==> src/rtl/batcharger_ctrl_if.sv <==
// Sample/setpoint bundle between the charger sequencer and the charge controller.
interface batcharger_ctrl_if;
  logic       en;
  logic [3:0] sel;
  logic       adc_valid;
  logic [7:0] vbat_code;
  logic [7:0] ibat_code;
  logic [7:0] vtemp_code;
  logic       tc;
  logic       cc;
  logic       cv;
  logic [7:0] iset_code;
  logic [7:0] vset_code;
  logic       done;
  logic       fault;

  modport master (
    output en, sel, adc_valid, vbat_code, ibat_code, vtemp_code,
    input  tc, cc, cv, iset_code, vset_code, done, fault
  );

  modport slave (
    input  en, sel, adc_valid, vbat_code, ibat_code, vtemp_code,
    output tc, cc, cv, iset_code, vset_code, done, fault
  );
endinterface

==> src/rtl/batcharger_ctrl.sv <==
// Li-ion charge controller: trickle / constant-current / constant-voltage sequencing
// with debounced thresholds, CV timeout and latched temperature fault.
module batcharger_ctrl #(
  parameter logic [7:0]  VCUTOFF   = 8'd170,
  parameter logic [7:0]  VTARGET   = 8'd238,
  parameter logic [7:0]  VRECHARGE = 8'd227,
  parameter logic [7:0]  TMIN      = 8'd30,
  parameter logic [7:0]  TMAX      = 8'd200,
  parameter int unsigned DEB       = 4,
  parameter logic [15:0] CVTMAX    = 16'd50000
) (
  input  logic              clk,
  input  logic              rstz,
  batcharger_ctrl_if.slave  bus
);

  localparam int unsigned DEB_W = 4;
  localparam int unsigned CVC_W = 16;

  typedef enum logic [2:0] {
    S_IDLE, S_TC, S_CC, S_CV, S_END, S_FAULT
  } state_e;

  state_e             state_q, state_d;
  logic [DEB_W-1:0]   deb_q, deb_d;
  logic [CVC_W-1:0]   cvcnt_q, cvcnt_d;
  logic               tc_q, tc_d, cc_q, cc_d, cv_q, cv_d;
  logic [7:0]         iset_q, iset_d, vset_q, vset_d;
  logic               done_q, done_d, fault_q, fault_d;

  // Capacity-derived currents, LSB 5mA: 1C, C/10 and the CV termination level.
  logic [7:0] sel_p1_c, icc_c, itc_c, icut_c;
  assign sel_p1_c = {4'd0, bus.sel} + 8'd1;
  assign icc_c    = 8'(sel_p1_c * 8'd10);
  assign itc_c    = sel_p1_c;
  assign icut_c   = sel_p1_c;

  logic             temp_ok_c;
  state_e           entry_c;
  logic             qual_c;
  state_e           tgt_c;
  logic [DEB_W-1:0] deb_inc_c;
  logic [CVC_W-1:0] cv_inc_c;

  assign temp_ok_c = (bus.vtemp_code >= TMIN) && (bus.vtemp_code <= TMAX);
  assign deb_inc_c = deb_q + DEB_W'(1);
  assign cv_inc_c  = cvcnt_q + CVC_W'(1);

  always_ff @(posedge clk or negedge rstz) begin
    if (!rstz) begin
      state_q <= S_IDLE;
      deb_q   <= '0;
      cvcnt_q <= '0;
      tc_q    <= 1'b0;
      cc_q    <= 1'b0;
      cv_q    <= 1'b0;
      iset_q  <= '0;
      vset_q  <= '0;
      done_q  <= 1'b0;
      fault_q <= 1'b0;
    end else begin
      state_q <= state_d;
      deb_q   <= deb_d;
      cvcnt_q <= cvcnt_d;
      tc_q    <= tc_d;
      cc_q    <= cc_d;
      cv_q    <= cv_d;
      iset_q  <= iset_d;
      vset_q  <= vset_d;
      done_q  <= done_d;
      fault_q <= fault_d;
    end
  end

  // Next state, debounce/CV counters and registered output values.
  always_comb begin
    state_d = state_q;
    deb_d   = deb_q;
    cvcnt_d = cvcnt_q;
    qual_c  = 1'b0;
    tgt_c   = state_q;

    if (bus.vbat_code < VCUTOFF)       entry_c = S_TC;
    else if (bus.vbat_code >= VTARGET) entry_c = S_CV;
    else                               entry_c = S_CC;

    // Condition the debounce counter is watching in each state, and where it leads.
    unique case (state_q)
      S_TC:    begin qual_c = (bus.vbat_code >= VCUTOFF);   tgt_c = S_CC;    end
      S_CC:    begin qual_c = (bus.vbat_code >= VTARGET);   tgt_c = S_CV;    end
      S_CV:    begin qual_c = (bus.ibat_code < icut_c);     tgt_c = S_END;   end
      S_END:   begin qual_c = (bus.vbat_code < VRECHARGE);  tgt_c = entry_c; end
      S_FAULT: begin qual_c = temp_ok_c;                    tgt_c = S_IDLE;  end
      default: begin qual_c = 1'b0;                         tgt_c = state_q; end
    endcase

    if (!bus.en && (state_q != S_FAULT)) begin
      state_d = S_IDLE;
    end else if (bus.adc_valid) begin
      if (state_q == S_IDLE) begin
        if (bus.en && temp_ok_c) state_d = entry_c;
      end else if ((state_q != S_FAULT) && !temp_ok_c) begin
        state_d = S_FAULT;
      end else begin
        deb_d = qual_c ? deb_inc_c : '0;
        if (qual_c && (deb_inc_c == DEB_W'(DEB))) state_d = tgt_c;
        if (state_q == S_CV) begin
          cvcnt_d = cv_inc_c;
          if (cv_inc_c == CVTMAX) state_d = S_END;
        end
      end
    end

    if (state_d != state_q) begin
      deb_d   = '0;
      cvcnt_d = '0;
    end

    tc_d    = (state_d == S_TC);
    cc_d    = (state_d == S_CC);
    cv_d    = (state_d == S_CV);
    done_d  = (state_d == S_END);
    fault_d = (state_d == S_FAULT);
    iset_d  = '0;
    vset_d  = '0;
    unique case (state_d)
      S_TC:       begin iset_d = itc_c; vset_d = VTARGET; end
      S_CC, S_CV: begin iset_d = icc_c; vset_d = VTARGET; end
      default:    begin iset_d = '0;    vset_d = '0;      end
    endcase
  end

  assign bus.tc        = tc_q;
  assign bus.cc        = cc_q;
  assign bus.cv        = cv_q;
  assign bus.iset_code = iset_q;
  assign bus.vset_code = vset_q;
  assign bus.done      = done_q;
  assign bus.fault     = fault_q;

endmodule

==> src/flat_wrapper.sv <==
// flat-port wrapper written by rule: the top's interface ports become plain ports
module batcharger_ctrl_flat 
#(
  parameter logic [7:0]  VCUTOFF   = 8'd170,
  parameter logic [7:0]  VTARGET   = 8'd238,
  parameter logic [7:0]  VRECHARGE = 8'd227,
  parameter logic [7:0]  TMIN      = 8'd30,
  parameter logic [7:0]  TMAX      = 8'd200,
  parameter int unsigned DEB       = 4,
  parameter logic [15:0] CVTMAX    = 16'd50000
)
  (clk, rstz, bus_en, bus_sel, bus_adc_valid, bus_vbat_code, bus_ibat_code, bus_vtemp_code, bus_tc, bus_cc, bus_cv, bus_iset_code, bus_vset_code, bus_done, bus_fault);
  batcharger_ctrl_if bus_i ();
  input  logic clk;
  input  logic rstz;
  input wire logic [$bits(bus_i.en)-1:0] bus_en;
  input wire logic [$bits(bus_i.sel)-1:0] bus_sel;
  input wire logic [$bits(bus_i.adc_valid)-1:0] bus_adc_valid;
  input wire logic [$bits(bus_i.vbat_code)-1:0] bus_vbat_code;
  input wire logic [$bits(bus_i.ibat_code)-1:0] bus_ibat_code;
  input wire logic [$bits(bus_i.vtemp_code)-1:0] bus_vtemp_code;
  output wire logic [$bits(bus_i.tc)-1:0] bus_tc;
  output wire logic [$bits(bus_i.cc)-1:0] bus_cc;
  output wire logic [$bits(bus_i.cv)-1:0] bus_cv;
  output wire logic [$bits(bus_i.iset_code)-1:0] bus_iset_code;
  output wire logic [$bits(bus_i.vset_code)-1:0] bus_vset_code;
  output wire logic [$bits(bus_i.done)-1:0] bus_done;
  output wire logic [$bits(bus_i.fault)-1:0] bus_fault;
  assign bus_i.en = bus_en;
  assign bus_i.sel = bus_sel;
  assign bus_i.adc_valid = bus_adc_valid;
  assign bus_i.vbat_code = bus_vbat_code;
  assign bus_i.ibat_code = bus_ibat_code;
  assign bus_i.vtemp_code = bus_vtemp_code;
  assign bus_tc = bus_i.tc;
  assign bus_cc = bus_i.cc;
  assign bus_cv = bus_i.cv;
  assign bus_iset_code = bus_i.iset_code;
  assign bus_vset_code = bus_i.vset_code;
  assign bus_done = bus_i.done;
  assign bus_fault = bus_i.fault;
  batcharger_ctrl #(.VCUTOFF(VCUTOFF), .VTARGET(VTARGET), .VRECHARGE(VRECHARGE), .TMIN(TMIN), .TMAX(TMAX), .DEB(DEB), .CVTMAX(CVTMAX)) u_core (.clk(clk), .rstz(rstz), .bus(bus_i));
endmodule
==> config.mk <==
export PLATFORM = sky130hd
export DESIGN_NAME = batcharger_ctrl_flat
export DESIGN_NICKNAME = d
export VERILOG_FILES = /design/src/rtl/batcharger_ctrl_if.sv /design/src/rtl/batcharger_ctrl.sv /design/src/flat_wrapper.sv
export SDC_FILE = /design/constraint.sdc
export NUM_CORES = 1
export LEC_CHECK = 0
export CORE_MARGIN = 2
export CORE_UTILIZATION = 48
export DETAILED_ROUTE_END_ITERATION = 10
export GPL_TIMING_DRIVEN = 0
export PLACE_DENSITY = 0.78
export SLEW_MARGIN = 20
export SYNTH_ARGS = -nofsm -noshare
export SYNTH_HDL_FRONTEND = slang
export SYNTH_SLANG_ARGS = --single-unit
==> constraint.sdc <==
create_clock -name clk -period 2.6 [get_ports clk]
set_input_delay 0.52 -clock clk [delete_from_list [all_inputs] [get_ports clk]]
set_output_delay 0.52 -clock clk [all_outputs]
set_load 0.05 [all_outputs]
==> Word level (Yosys, flattened, before mapping) <==
Index checks and enable logic that the tools add are counted.
{ "word_totals": {"reg_bits": 44, "output_inout_bits": 21} }
{ "op_classes": {"n_eq_ne": 17, "n_addsub": 3, "magnitude_cmp": 7, "n_mul": 1, "muxes": 26, "reduce_logical": 14} }
{ "op_table": {"columns": ["op", "count"], "rows": [
  ["$mux W16", 6],
  ["$mux W3", 8],
  ["$mux W4", 6],
  ["$add A16 B1 Y16 const B", 1],
  ["$eq A16 B16 Y1 const B", 1],
  ["$ge A8 B8 Y1 const B", 2],
  ["$lt A8 B8 Y1 const B", 2],
  ["$pmux W8 S2", 1],
  ["$pmux W3 S5", 1],
  ["$eq A3 B2 Y1 const B", 4],
  ["$eq A3 B3 Y1 const B", 4],
  ["$ge A8 B5 Y1 const B", 1],
  ["$le A8 B8 Y1 const B", 1],
  ["$lt A8 B8 Y1", 1],
  ["$mul A8 B3 Y7 const B", 1],
  ["$mux W8", 1],
  ["$eq A3 B1 Y1 const B", 2],
  ["$ne A2 B2 Y1 const B", 3],
  ["$add A4 B1 Y5 const B", 1],
  ["$logic_and A1 B1 Y1", 5],
  ["$pmux W1 S5", 1],
  ["$reduce_and A5 Y1", 1],
  ["$add A4 B1 Y4 const B", 1],
  ["$eq A4 B3 Y1 const B", 1],
  ["other kinds (10)", 12]
]} }

==> Depth between registers and ports, before layout <==
Gate-level depths: netlist (run 1).
{ "logic_depth": {"ltp_word": 14, "mapped_depth": 13, "ltp_nobuf": 13} }

==> Worst setup path after synthesis (run 1) <==
No wires, ideal clock.
{ "synth_timing": {"path_type": "input to register", "from": "input port bus_sel[0]", "to": "register u_core.cvcnt_q[1]", "setup_slack_ns": -0.288, "cell_stages": 13, "t_arrival_ns": 2.777, "path_buffers": 1, "cell_sequence": "ha_1 > xor2_1 > inv_1 > ha_1 > o21ai_0 > a22oi_1 > a21oi_1 > o311a_4 > nand2_1 > a31o_4 > mux2i_4 > buf_6 > a2111oi_2"} }
{ "synth_between": {"elab_chain_cells": 14} }
{ "synth_lines": {"columns": ["item", "line", "text"], "rows": [
  ["from (decl)", "flat_wrapper.sv:17", "input wire logic [$bits(bus_i.sel)-1:0] bus_sel;"],
  ["$add A4 B1 Y5 *", "batcharger_ctrl.sv:33", "assign sel_p1_c = {4'd0, bus.sel} + 8'd1;"],
  ["$lt A8 B8 Y1 *", "batcharger_ctrl.sv:91", "S_CV: begin qual_c = (bus.ibat_code < icut_c); tgt_c = S_END; end"],
  ["$pmux W1 S5 *", "batcharger_ctrl.sv:88", "unique case (state_q)"],
  ["$logic_and A1 B1 Y1 *", "batcharger_ctrl.sv:106", "if (qual_c && (deb_inc_c == DEB_W'(DEB))) state_d = tgt_c;"],
  ["$mux W3 *", "batcharger_ctrl.sv:106", null],
  ["$mux W3", "batcharger_ctrl.sv:109", "if (cv_inc_c == CVTMAX) state_d = S_END;"],
  ["$mux W3 *", "batcharger_ctrl.sv:107", "if (state_q == S_CV) begin"],
  ["$mux W3 *", "batcharger_ctrl.sv:102", "end else if ((state_q != S_FAULT) && !temp_ok_c) begin"],
  ["$mux W3 *", "batcharger_ctrl.sv:100", "if (state_q == S_IDLE) begin"],
  ["$mux W3 *", "batcharger_ctrl.sv:99", "end else if (bus.adc_valid) begin"],
  ["$mux W3 *", "batcharger_ctrl.sv:97", "if (!bus.en && (state_q != S_FAULT)) begin"],
  ["$ne A3 B3 Y1 *", "batcharger_ctrl.sv:114", "if (state_d != state_q) begin"],
  ["$ne A2 B2 Y1 (no line) or $reduce_bool A2 Y1 (tied branches)", null, null],
  ["$reduce_and A5 Y1 (no line)", null, null],
  ["to (signal assigned)", "batcharger_ctrl.sv:64", "cvcnt_q <= cvcnt_d;"],
  ["to (decl)", "batcharger_ctrl.sv:26", "logic [CVC_W-1:0] cvcnt_q, cvcnt_d;"]
]} }
Mark *: on every way between the ends. The rest lies on a longest branch, timed or not.
A chain may end at the register's enable or synchronous reset.

==> Worst setup path after layout (run 1) <==
{ "layout_timing": {"from": "register u_core.cvcnt_q[7]", "to": "register u_core.deb_q[1]"} }
{ "layout_between": {"elab_chain_cells": 11} }
{ "layout_lines": {"columns": ["item", "line", "text"], "rows": [
  ["$add A16 B1 Y16 *", "batcharger_ctrl.sv:47", "assign cv_inc_c = cvcnt_q + CVC_W'(1);"],
  ["$eq A16 B16 Y1 *", "batcharger_ctrl.sv:109", null],
  ["$mux W3 *", "batcharger_ctrl.sv:109", null],
  ["$mux W3 *", "batcharger_ctrl.sv:107", null],
  ["$mux W3 *", "batcharger_ctrl.sv:102", null],
  ["$mux W3 *", "batcharger_ctrl.sv:100", null],
  ["$mux W3 *", "batcharger_ctrl.sv:99", null],
  ["$mux W3 *", "batcharger_ctrl.sv:97", null],
  ["$ne A3 B3 Y1 *", "batcharger_ctrl.sv:114", null],
  ["$ne A2 B2 Y1 (no line) or $reduce_bool A2 Y1 (tied branches)", null, null],
  ["$reduce_and A4 Y1 (no line)", null, null],
  ["to (signal assigned)", "batcharger_ctrl.sv:52", "deb_q <= '0;"],
  ["to (signal assigned)", "batcharger_ctrl.sv:63", "deb_q <= deb_d;"],
  ["to (decl)", "batcharger_ctrl.sv:25", "logic [DEB_W-1:0] deb_q, deb_d;"]
]} }
Marked as above.

==> results of run 1 <==
[worst max-delay path, stage by stage, from the launching register on]
cell,delay [ns]
dfrtp_2,0.42
and3_1,0.24
nand3_2,0.15
nor3_2,0.25
xnor2_1,0.16
or4_4,0.58
a31o_4,0.29
mux2i_4,0.23
clkbuf_16,0.19
nor4_2,0.28
[sequential cells by signal, indices dropped and copies added, names as in the netlist]
signal	flops
u_core.deb_q	4
u_core.bus.iset_code	8
u_core.state_q	3
u_core.bus.tc	1
u_core.bus.done	1
u_core.bus.fault	1
u_core.cvcnt_q	16
u_core.bus.cv	1
u_core.bus.cc	1
u_core.bus.vset_code	1
[logic make-up after synthesis]
family / share of synthesized area (%)
buffers and inverters: 6.99
xor gates and xnor gates: 7.79
adders and majority gates: 6.05
muxes: 1.51
DFF: 32.9
AOI/OAI and AO/OA: 15.2
and+or+nand+nor: 29.4
other: 0.133
[metrics by stage]
stage	setup TNS, ns	area (um2)	utilization (%)
5_1_grt	-9.90	4530	81.2
3_3_place_gp	-41.61	3490	62.6
4_1_cts	-2.73	4140	74.3
2_1_floorplan	-4.73	2900	-
3_5_place_dp	-45.99	3510	62.9
6_report	-7.24	4530	81.2
[layout by cell type (no fill, tap or decap), types with 6 or more instances in the layout]
cell type	netlist	layout
buf_6	2	8
nor2_1	20	13
clkdlybuf4s50_1	0	33
inv_1	16	13
nor4_4	0	10
nor4_2	18	9
xor2_1	11	9
dfrtp_2	0	7
o21ai_2	0	7
dlygate4sd2_1	0	9
nor3_1	15	9
nand4_1	8	8
clkbuf_8	0	6
dfrtp_1	37	30
o21ai_0	13	7
xnor2_1	14	12
nand2_1	23	22
ha_1	12	8
a21oi_2	0	6
buf_4	7	52
[power breakdown]
group,switching [uW],internal [uW]
Combinational,563,368
Sequential,18.6,606
Clock,227,211
[what timing repair did]
item                       4_1_cts  5_1_grt
setup endpoints to repair       37       37
buffers inserted                34       13
gates cloned                     1        1
resized for setup               92       65
pin swaps                       33       11
[cells in the mapped netlist, drive strengths merged, types with 3 or more instances]
cell | count | share of area, %
xnor2 | 14 | 4.4
nand2 | 23 | 3.1
nor3 | 17 | 3.4
nor2b | 4 | 0.89
and3 | 7 | 1.6
a2111oi | 3 | 1.4
nor2 | 20 | 2.7
inv | 17 | 2.3
nor4 | 20 | 8.5
nand3 | 9 | 1.8
mux2i | 3 | 1.5
ha | 12 | 5.3
o21ai | 18 | 3.2
clkbuf | 5 | 0.67
buf | 17 | 4.0
nand2b | 3 | 0.67
dfrtp | 37 | 33
nand4 | 9 | 2.2
a21oi | 11 | 2.0
o32ai | 4 | 1.2
xor2 | 11 | 3.4
a31oi | 4 | 0.89
nand3b | 3 | 0.80
[how the worst min path moves through the flow]
stage / from / to / slack, ns / cells after the start
global placement: u_core.cvcnt_q[1]$_DFFE_PN0P_ / u_core.cvcnt_q[1]$_DFFE_PN0P_ / 0.57 / 2
floorplan: rstz / u_core.bus.cc$_DFF_PN0_ / 0.22 / 0
global route: rstz / u_core.bus.iset_code[5]$_DFF_PN0_ / 0.13 / 1
CTS: rstz / u_core.bus.iset_code[5]$_DFF_PN0_ / 0.13 / 1
finish: rstz / u_core.bus.iset_code[3]$_DFF_PN0_ / 0.11 / 1
detailed placement: rstz / u_core.bus.iset_code[5]$_DFF_PN0_ / 0.45 / 1
[metal layers]
layer,share of wire [%],GRT usage (%),vias up
li1,-,-,1316
met1,38,36.1,1522
met2,48,48.5,204
met3,8.5,5.84,51
met4,5.0,15.1,0
met5,0,0,-
[area by class of cell]
type,count,area (um2)
Fill cell,296,1050
Tap cell,72,90.1
Clock buffer,7,86.3
Sequential cell,37,935
Inverter,17,71.3
Buffer,19,181
Timing Repair Buffer,99,923
Multi-Input combinational cell,229,2240
==> metrics.md, run 1 <==
| Metric | Value |
|---|---|
| Worst Setup EP | u_core.deb_q[1]$_DFFE_PN0P_ |
| Pwr Total | 1990 uW |
| Hold buffers post-CTS | 0 |
| Data arrival, critical path | 3.11 ns |
| # nets final | 453 |
| Hold Fails Final Rpt | 0 |
| RR Startpoint | u_core.cvcnt_q[7]$_DFFE_PN0P_ |
| Most common flop cell mapped by yosys | dfrtp_1 |
| Non-Filler Instances | 480 |
| Final Worst Setup Slack | -0.296 ns |
| Cell Area, Synth | 2810 um2 |
| Clock root cell | clkbuf_8 |
| Hold WC Path Type | input pin to asynchronous set/reset pin |
| Post-route minimum period | 2.90 ns |
| Vias | 3093 |
| Syn avg cell area | 9.25 um2 |
| Initial antenna violation count | 0 |
| Endpoints failing setup | 35 |
| Worst hold slack | 0.107 ns |
| #FFs+latches synth | 37 |
| Synth async-reset ratio | between 90% and 100% |
| Port bufs | 50 |
| Worst Path Max Fanout | 5 |
| Period utilization | 111% |
| CTS H-tree lvls | 2 |
| Routed vias/inst | 6.44 |
| Slew margin rel. | about two thirds |
| Internal reg-to-reg setup slack | -0.30 ns |
| DR pass1 iterations | 6 |
| Gr ovfl total | 0 |
| Data required, critical path | 2.81 ns |
| CP endpoint kind | flip-flop |
| CTS tree | done |
| Final ANT Viol Nets | 0 |
| HPWL Detailed | 5.03 mm |
| Crit path launch type | flip-flop |
| Maximum VDD drop | 0.592 mV |
| Distinct cell type count after synthesis | 61 |
| R2R depth | 9 |
| Share of cells above drive strength 1 | 44.6% |
| Diodes inserted | 0 |
| Max Cap Violations | 0 |
| Rows | 27 |
| Die X | 80.5 um |
| Final Wtd Congestion | 0.932 |
| Status | finished with violations |
| Post-synth EDFFs | 0 |
| Leakage | around 0.0019 uW |
| RSZ-0062 raised after global routing | yes |
| Fmax | 0.345 GHz |
| Largest net degree at the start of global routing | 25 |
| WS Path Type | flip-flop to flip-flop |
| Final Max Slew Viols | 0 |
| P&R area growth vs syn | 61.1% |
| Die height | 80.5 um |
| CTS Buf Count | 5 |
| Vias in the first global route | 2838 |
| Full die area | 6490 um2 |
| Post-synthesis instance total | 304 |
| Yosys warnings | 0 |
| # DRC | 0 |
| First DRT Iteration DRCs | about 280 |
| Worst skew pair latency | roughly 0.31 ns |
| Worst setup startpoint | u_core.cvcnt_q[7]$_DFFE_PN0P_ |
| Pwr/cell area | between 400 and 500 nW/um2 |
| Total wire length | 10.6 mm |
| First-pass GRT wire length | 14.4 mm |
| Failing checks | setup timing |
| CTS Sinks | 37 |
| Area of the core | 5570 um2 |
| DR WL/cell | roughly 22 um |
| Worst-path clk slew | around 0.08 ns |
| Slew @ Worst Pin | roughly 0.52 ns |
| Place WS | -1.41 ns |
| I/O pin cnt | 53 |
| Worst flop-to-flop path endpoint | u_core.deb_q[1]$_DFFE_PN0P_ |
| GRT Total Usage | 29.3% |
| CTS Buffer Depth | 2 |
| Clk_skew | 0.0108 ns |
| # placed instances | 428 |
| Seq/Total Area, Yosys | between 30 and 40% |
| Initial Util | approximately half |
Power figures use the tool's default switching activity.
==> inputs of run 2 (changes only) <==
--- a/config.mk
+++ b/config.mk
@@ -10,6 +10,7 @@
 export DETAILED_ROUTE_END_ITERATION = 10
 export GPL_TIMING_DRIVEN = 0
 export PLACE_DENSITY = 0.78
+export SKIP_CTS_REPAIR_TIMING = 1
 export SLEW_MARGIN = 20
 export SYNTH_ARGS = -nofsm -noshare
 export SYNTH_HDL_FRONTEND = slang
==> metrics.md, run 2 (same netlist as run 1, synthesis figures left out) <==
| Metric | Value |
|---|---|
| Worst setup startpoint | u_core.cvcnt_q[7]$_DFFE_PN0P_ |
| Register name with the most flops | u_core.cvcnt_q |
| Endpoints failing setup | 34 (-2.9%) |
| Data arrival, critical path | 3.13 ns (+0.02 ns) |
| CP endpoint kind | flip-flop |
| CP max stage cell | or4_4 |
| # nets final | 449 (-0.88%) |
| Final Max Slew Viols | 0 (unchanged) |
| I/O pin cnt | 53 (unchanged) |
| Final Worst Setup Slack | -0.327 ns (-0.0312 ns) |
| # DRC | 0 (unchanged) |
| Max Cap Violations | 0 (unchanged) |
| CTS Buffer Depth | 2 (unchanged) |
| Die X | 80.5 um (unchanged) |
| Final ANT Viol Nets | 0 (unchanged) |
| Status | finished with violations |
| Worst Path Max Fanout | 5 (unchanged) |
| Clk_skew | 0.00830 ns (-0.00254 ns) |
| Clock root cell | clkbuf_8 |
| Failing checks | setup timing |
| Total wire length | 9.30 mm (-12%) |
| GRT Total Usage | 22.7% (-6.6 points) |
| RSZ-0062 raised after global routing | yes |
| Initial antenna violation count | 0 (unchanged) |
| Worst path max stage delay | 0.57 ns (about the same) |
| Non-Filler Instances | 476 (-0.83%) |
| R2R depth | 9 (unchanged) |
| Data required, critical path | 2.80 ns (about the same) |
| Gr ovfl total | 0 (unchanged) |
| Largest net degree at the start of global routing | 25 (unchanged) |
| Worst-path clk slew | 0.07 ns (about the same) |
| Full die area | 6490 um2 (unchanged) |
| First-pass GRT wire length | 11.5 mm (-20%) |
| Pwr/cell area | 424 nW/um2 (-3.6%) |
| Commonest non-fill, non-tap cell in the layout | buf_4 |
| CTS Buf Count | 5 (unchanged) |
| Vias in the first global route | 2444 (-14%) |
| Period utilization | 113% (+1.2 points) |
| Pwr Total | 1920 uW (-3.4%) |
| CTS Sinks | 37 (unchanged) |
| Final Wtd Congestion | 0.932 (unchanged) |
| Post-route minimum period | 2.93 ns (+0.0312 ns) |
| Family with the most delay on the worst path | simple AND/OR/NAND/NOR gates |
| Hold WC Path Type | input pin to asynchronous set/reset pin |
| Leakage | 0.00193 uW (+4.1%) |
| Worst Setup EP | u_core.deb_q[1]$_DFFE_PN0P_ |
| Cell Chain, Critical Path | nand4_1, buf_4, nor3_4, a31oi_4, or4_4, a31o_4, mux2i_4, clkbuf_16, nor4_2 |
| DR WL/cell | 19.5 um (-12%) |
| RR Startpoint | u_core.cvcnt_q[7]$_DFFE_PN0P_ |
| Die height | 80.5 um (unchanged) |
| Hold Fails Final Rpt | 0 (unchanged) |
| DR pass1 iterations | 5 (-1) |
| Fmax | 0.342 GHz (-1.1%) |
| Worst skew pair latency | 0.30 ns (about the same) |
| Routed vias/inst | 6.14 (-4.7%) |
| CTS H-tree lvls | 2 (unchanged) |
| Area of the core | 5570 um2 (unchanged) |
| Slew margin rel. | 64.1% (-1.2 points) |
| Maximum VDD drop | 0.576 mV (-2.8%) |
| WS Path Type | flip-flop to flip-flop |
| Port bufs | 50 (unchanged) |
| Vias | 2922 (-5.5%) |
| Diodes inserted | 0 (unchanged) |
| Worst path bufs/invs | 2 (+1) |
| P&R area growth vs syn | 61.3% |
| Crit path depth | 9 (unchanged) |
| Initial Util | 50.4% (unchanged) |
| # placed instances | 428 (unchanged) |
| Worst flop-to-flop path endpoint | u_core.deb_q[1]$_DFFE_PN0P_ |
| Internal reg-to-reg setup slack | -0.33 ns (-0.03 ns) |
| Share of cells above drive strength 1 | 42.3% (-2.3 points) |
| Slew @ Worst Pin | 0.537 ns (+0.0174 ns) |
| Place WS | -1.41 ns (unchanged) |
| Max FFs per register | 16 (unchanged) |
| Crit path launch type | flip-flop |
| Most frequent cells in the layout | buf_4 (42), clkdlybuf4s50_1 (29), dfrtp_1 (29) |
| Rows | 27 (unchanged) |
| CTS tree | done |
| First DRT Iteration DRCs | 265 (-3.6%) |
| HPWL Detailed | 5.03 mm (unchanged) |
-- run 2: cell types whose count changed in the layout (fill, tap and decap cells not counted), moves of 3 or more --
cell,previous run,this run
clkdlybuf4s50_1,33,29
o21ai_2,7,4
buf_4,52,42
dlygate4sd2_1,9,0
buf_2,2,5
dlymetal6s2s_1,2,17
-- run 2: metrics by stage --
step	hold slack [ns]	setup TNS [ns]	util [%]	area (um2)
floorplan	0.224	-4.73	-	2900
global placement	0.572	-41.61	62.6	3490
detailed placement	0.447	-45.99	62.9	3510
CTS	0.131	-36.89	64.5	3590
global route	0.138	-10.31	81.3	4530
finish	0.116	-7.62	81.3	4530
-- run 2: worst register-to-register path: stages, from the launching register on --
cell	delay, ns
dfrtp_2	0.40
nand4_1	0.24
buf_4	0.23
nor3_4	0.29
a31oi_4	0.13
or4_4	0.57
a31o_4	0.27
mux2i_4	0.24
clkbuf_16	0.19
nor4_2	0.27
-- run 2: how the worst min path moves through the flow --
stage,from,to,slack (ns),cells past startpoint
6_report,rstz,u_core.bus.iset_code[3]$_DFF_PN0_,0.12,1
5_1_grt,rstz,u_core.bus.iset_code[5]$_DFF_PN0_,0.14,1
4_1_cts,rstz,u_core.bus.iset_code[5]$_DFF_PN0_,0.13,1
3_5_place_dp,rstz,u_core.bus.iset_code[5]$_DFF_PN0_,0.45,1
3_3_place_gp,u_core.cvcnt_q[1]$_DFFE_PN0P_,u_core.cvcnt_q[1]$_DFFE_PN0P_,0.57,2
2_1_floorplan,rstz,u_core.bus.cc$_DFF_PN0_,0.22,0
-- run 2: layer usage --
metal | routed length, um | track usage (%) | vias up
met3 | 610 | 3.82 | 21
met1 | 3840 | 29.5 | 1451
met4 | 167 | 8.14 | 0
li1 | - | - | 1308
met5 | 0 | 0 | -
met2 | 4670 | 37.8 | 142
-- run 2: layout make-up --
cell class                 instances  area, um2
timing repair buffer              92        931
sequential                        37        936
fill                             290       1040
multi-input combinational        229       2240
inverter                          17       68.8
clock buffer                       7       86.3
buffer                            22        183
tap                               72       90.1
-- run 2: where the power goes --
part / switching, uW / internal, uW / leakage (uW)
registers: 17.0 / 606 / 0.000496
clock network: 213 / 210 / 0.0000443
logic: 536 / 343 / 0.00139
total: 766 / 1160 / 0.00193
==> patch: new RTL, flow settings as in run 2 <==
Encoding of `state_e`: now one-hot (6 bits for 6 states).
--- a/src/rtl/batcharger_ctrl.sv
+++ b/src/rtl/batcharger_ctrl.sv
@@ -18,6 +18,6 @@
   localparam int unsigned CVC_W = 16;
 
-  typedef enum logic [2:0] {
-    S_IDLE, S_TC, S_CC, S_CV, S_END, S_FAULT
+  typedef enum logic [5:0] {
+    S_IDLE = 6'b000001, S_TC = 6'b000010, S_CC = 6'b000100, S_CV = 6'b001000, S_END = 6'b010000, S_FAULT = 6'b100000
   } state_e;
 
Check against the original RTL: no difference found for any inputs over 10 cycles, from zero or initial values and one cycle with rstz low; not proved beyond that.
==> patch against run 2 <==
The flow still finishes with violations (setup timing); synthesized cell count up 3.0%; total power shrank 11%; sequential power is 5.6% higher; synthesized area is 1.7% lower; sequential cell count is 3 higher; fmax fell by 12%; non-clock buffer count decreased by 25; setup slack worse by 390 ps; routed wire length fell by 17%; hold slack worse by 13 ps; core utilization down 6.9 points; final area is 9.1% lower; critical endpoint is now u_core.bus.iset_code[4]; largest power group is now sequential cells; highest routed layer unchanged.
==> patch: results (changes against run 2) <==
- Total Routed Length: 7740 um (-17%)
- Dpl hpwl: 5010 um (-0.55%)
- Worst EP arrival: 3540 ps (+410 ps)
- Vias per cell: 5.75 (-6.3%)
- Final setup viols: 36 (+5.9%)
- Largest Register: u_core.cvcnt_q
- DR WL/cell: 16.5 um (-15%)
- Asr flop ratio synth: 100% (unchanged)
- Post-route setup slack: -715 ps (-388 ps)
- Met3 Usage GRT: 5.43% (+1.6 points)
- Bufs on Longest Clock Path: 2 (unchanged)
- VDD IR-drop max: 301 uV (-48%)
- Setup Skew: 6.76 ps (-1.54 ps)
- Commonest cells in the netlist: 45 x nor2_1, 39 x dfrtp_1, 18 x inv_1, 18 x nand2_1, 14 x nand3_1
- Ant diodes: 0 (unchanged)
- Placed insts: 437 (+2.1%)
- Reg2reg end: u_core.bus.iset_code[4]
- Status: finished with violations
- Met1 GRT Util: 28.5% (-1.1 points)
- Largest net degree at the start of global routing: 28 (+12%)
- Max_slew headroom: 44.7% (-19 points)
- Iteration-0 DRC Markers: 157 (-41%)
- Post-Synthesis Cells: 313 (+3.0%)
- Ys Warns: 0 (unchanged)
- Clock transition at the registers of the reported paths: 80 ps
- Leakage: 1.73 nW (-10%)
- CTS Buf Count: 5 (unchanged)
- Routability-driven placement congestion ratio: 0.967 (+3.8%)
- Crit-path max FO: 8 (+3)
- RR Startpoint: u_core.state_q[5]
- Pre-Repair DR Iteration Count: 4 (-1)
- Hold Path Class: in2async
- H-tree Lvls: 2 (unchanged)
- Met2 GRT Util: 36.3% (-1.5 points)
- Layout cells sized above 1: 30.7% (-12 points)
- TNS Setup: -18,750 ps (-11,130 ps)
- DP Worst Slack: -1680 ps (-271 ps)
- Sequential fraction of the synthesis area: 36.3% (+3.3 points)
- Max reg flops: 16 (unchanged)
- Hold Slack: 103 ps (-13.1 ps)
- Number of global-route vias before repair: 2,362 (-3.4%)
- Synth area leaders: dfrtp_1 35%, nor2_1 6.1%, ha_1 5.0%, xor2_1 4.1%, xnor2_1 3.8%
- GRT Total Usage: 21.7% (-1.0 points)
- Failing checks: setup timing
- Worst R2R Path Depth: 10 (+1)
- Netlist cell types: 67 (+9.8%)
- First-pass GRT wire length: 11,000 um (-4.3%)
[patch: cell types whose count changed after synthesis, moves of 4 or more]
cell	run 2	this run
and2_1	0	4
and3_1	7	1
clkbuf_1	5	1
nand2_1	23	18
nand3_1	8	14
nor2_1	20	45
nor3_1	15	11
nor4_1	2	6
nor4_2	18	0
o21ai_0	13	9
or3_1	0	4
[patch: worst max-delay path by stage]
stage / start / end / slack [ps] / cells after the start
final: u_core.state_q[5] / u_core.bus.iset_code[4] / -720 / 10
after global routing: u_core.state_q[5] / u_core.bus.iset_code[7] / -770 / 10
after CTS: bus_sel[0] / u_core.bus.iset_code[3] / -1360 / 15
after detailed placement: bus_sel[0] / u_core.bus.iset_code[3] / -1680 / 15
after global placement: bus_sel[0] / u_core.bus.iset_code[1] / -1630 / 15
after floorplan: bus_sel[0] / u_core.bus.iset_code[1] / -470 / 14
[patch: kinds of logic after synthesis]
| family | synth area share, % |
|---|---|
| DFF | 36.3 |
| and+or+nand+nor | 26.9 |
| AOI/OAI and AO/OA | 15.6 |
| adders and majority gates | 5.71 |
| muxes | 1.49 |
| xor gates and xnor gates | 7.93 |
| buffers and inverters | 5.93 |
| other | 0.136 |
[patch: layout make-up]
| cell class | count | area (um2) |
|---|---|---|
| Tap cell | 72 | 90.1 |
| Inverter | 19 | 71.3 |
| Timing Repair Buffer | 76 | 748 |
| Sequential cell | 40 | 1010 |
| Clock inverter | 3 | 18.8 |
| Multi-Input combinational cell | 241 | 2020 |
| Clock buffer | 5 | 68.8 |
| Fill cell | 388 | 1420 |
| Buffer | 13 | 104 |
[patch: routing by layer]
| metal | vias up | share of wire, % |
|---|---|---|
| li1 | 1278 | - |
| met1 | 1301 | 40 |
| met2 | 98 | 52 |
| met3 | 22 | 5.6 |
| met4 | 0 | 2.6 |
| met5 | - | 0 |
[patch: where the power goes]
part,total (mW),internal [mW],leakage [nW],switching [mW]
sequential,0.658,0.637,0.550,0.0217
combinational,0.623,0.273,1.14,0.350
clock,0.427,0.187,0.0479,0.240
total,1.71,1.10,1.73,0.611
[patch: stage by stage]
stage                     power [mW]  instance area [um2]  utilization [%]
after global placement          1.13                 3470             62.6
after global routing            1.78                 4120             74.4
after CTS                       1.56                 3570             64.5
after detailed placement        1.14                 3480             62.9
after floorplan                0.982                 2880                -
final                           1.71                 4120             74.4
[patch: worst max-delay path, stage by stage (launching register included)]
cell	delay, ps
dfrtp_1	490
nor4_1	460
nand3b_1	370
a211oi_4	440
o31a_4	280
o21ai_2	90
a31oi_4	260
inv_2	70
or3_4	400
buf_4	170
o31ai_2	200
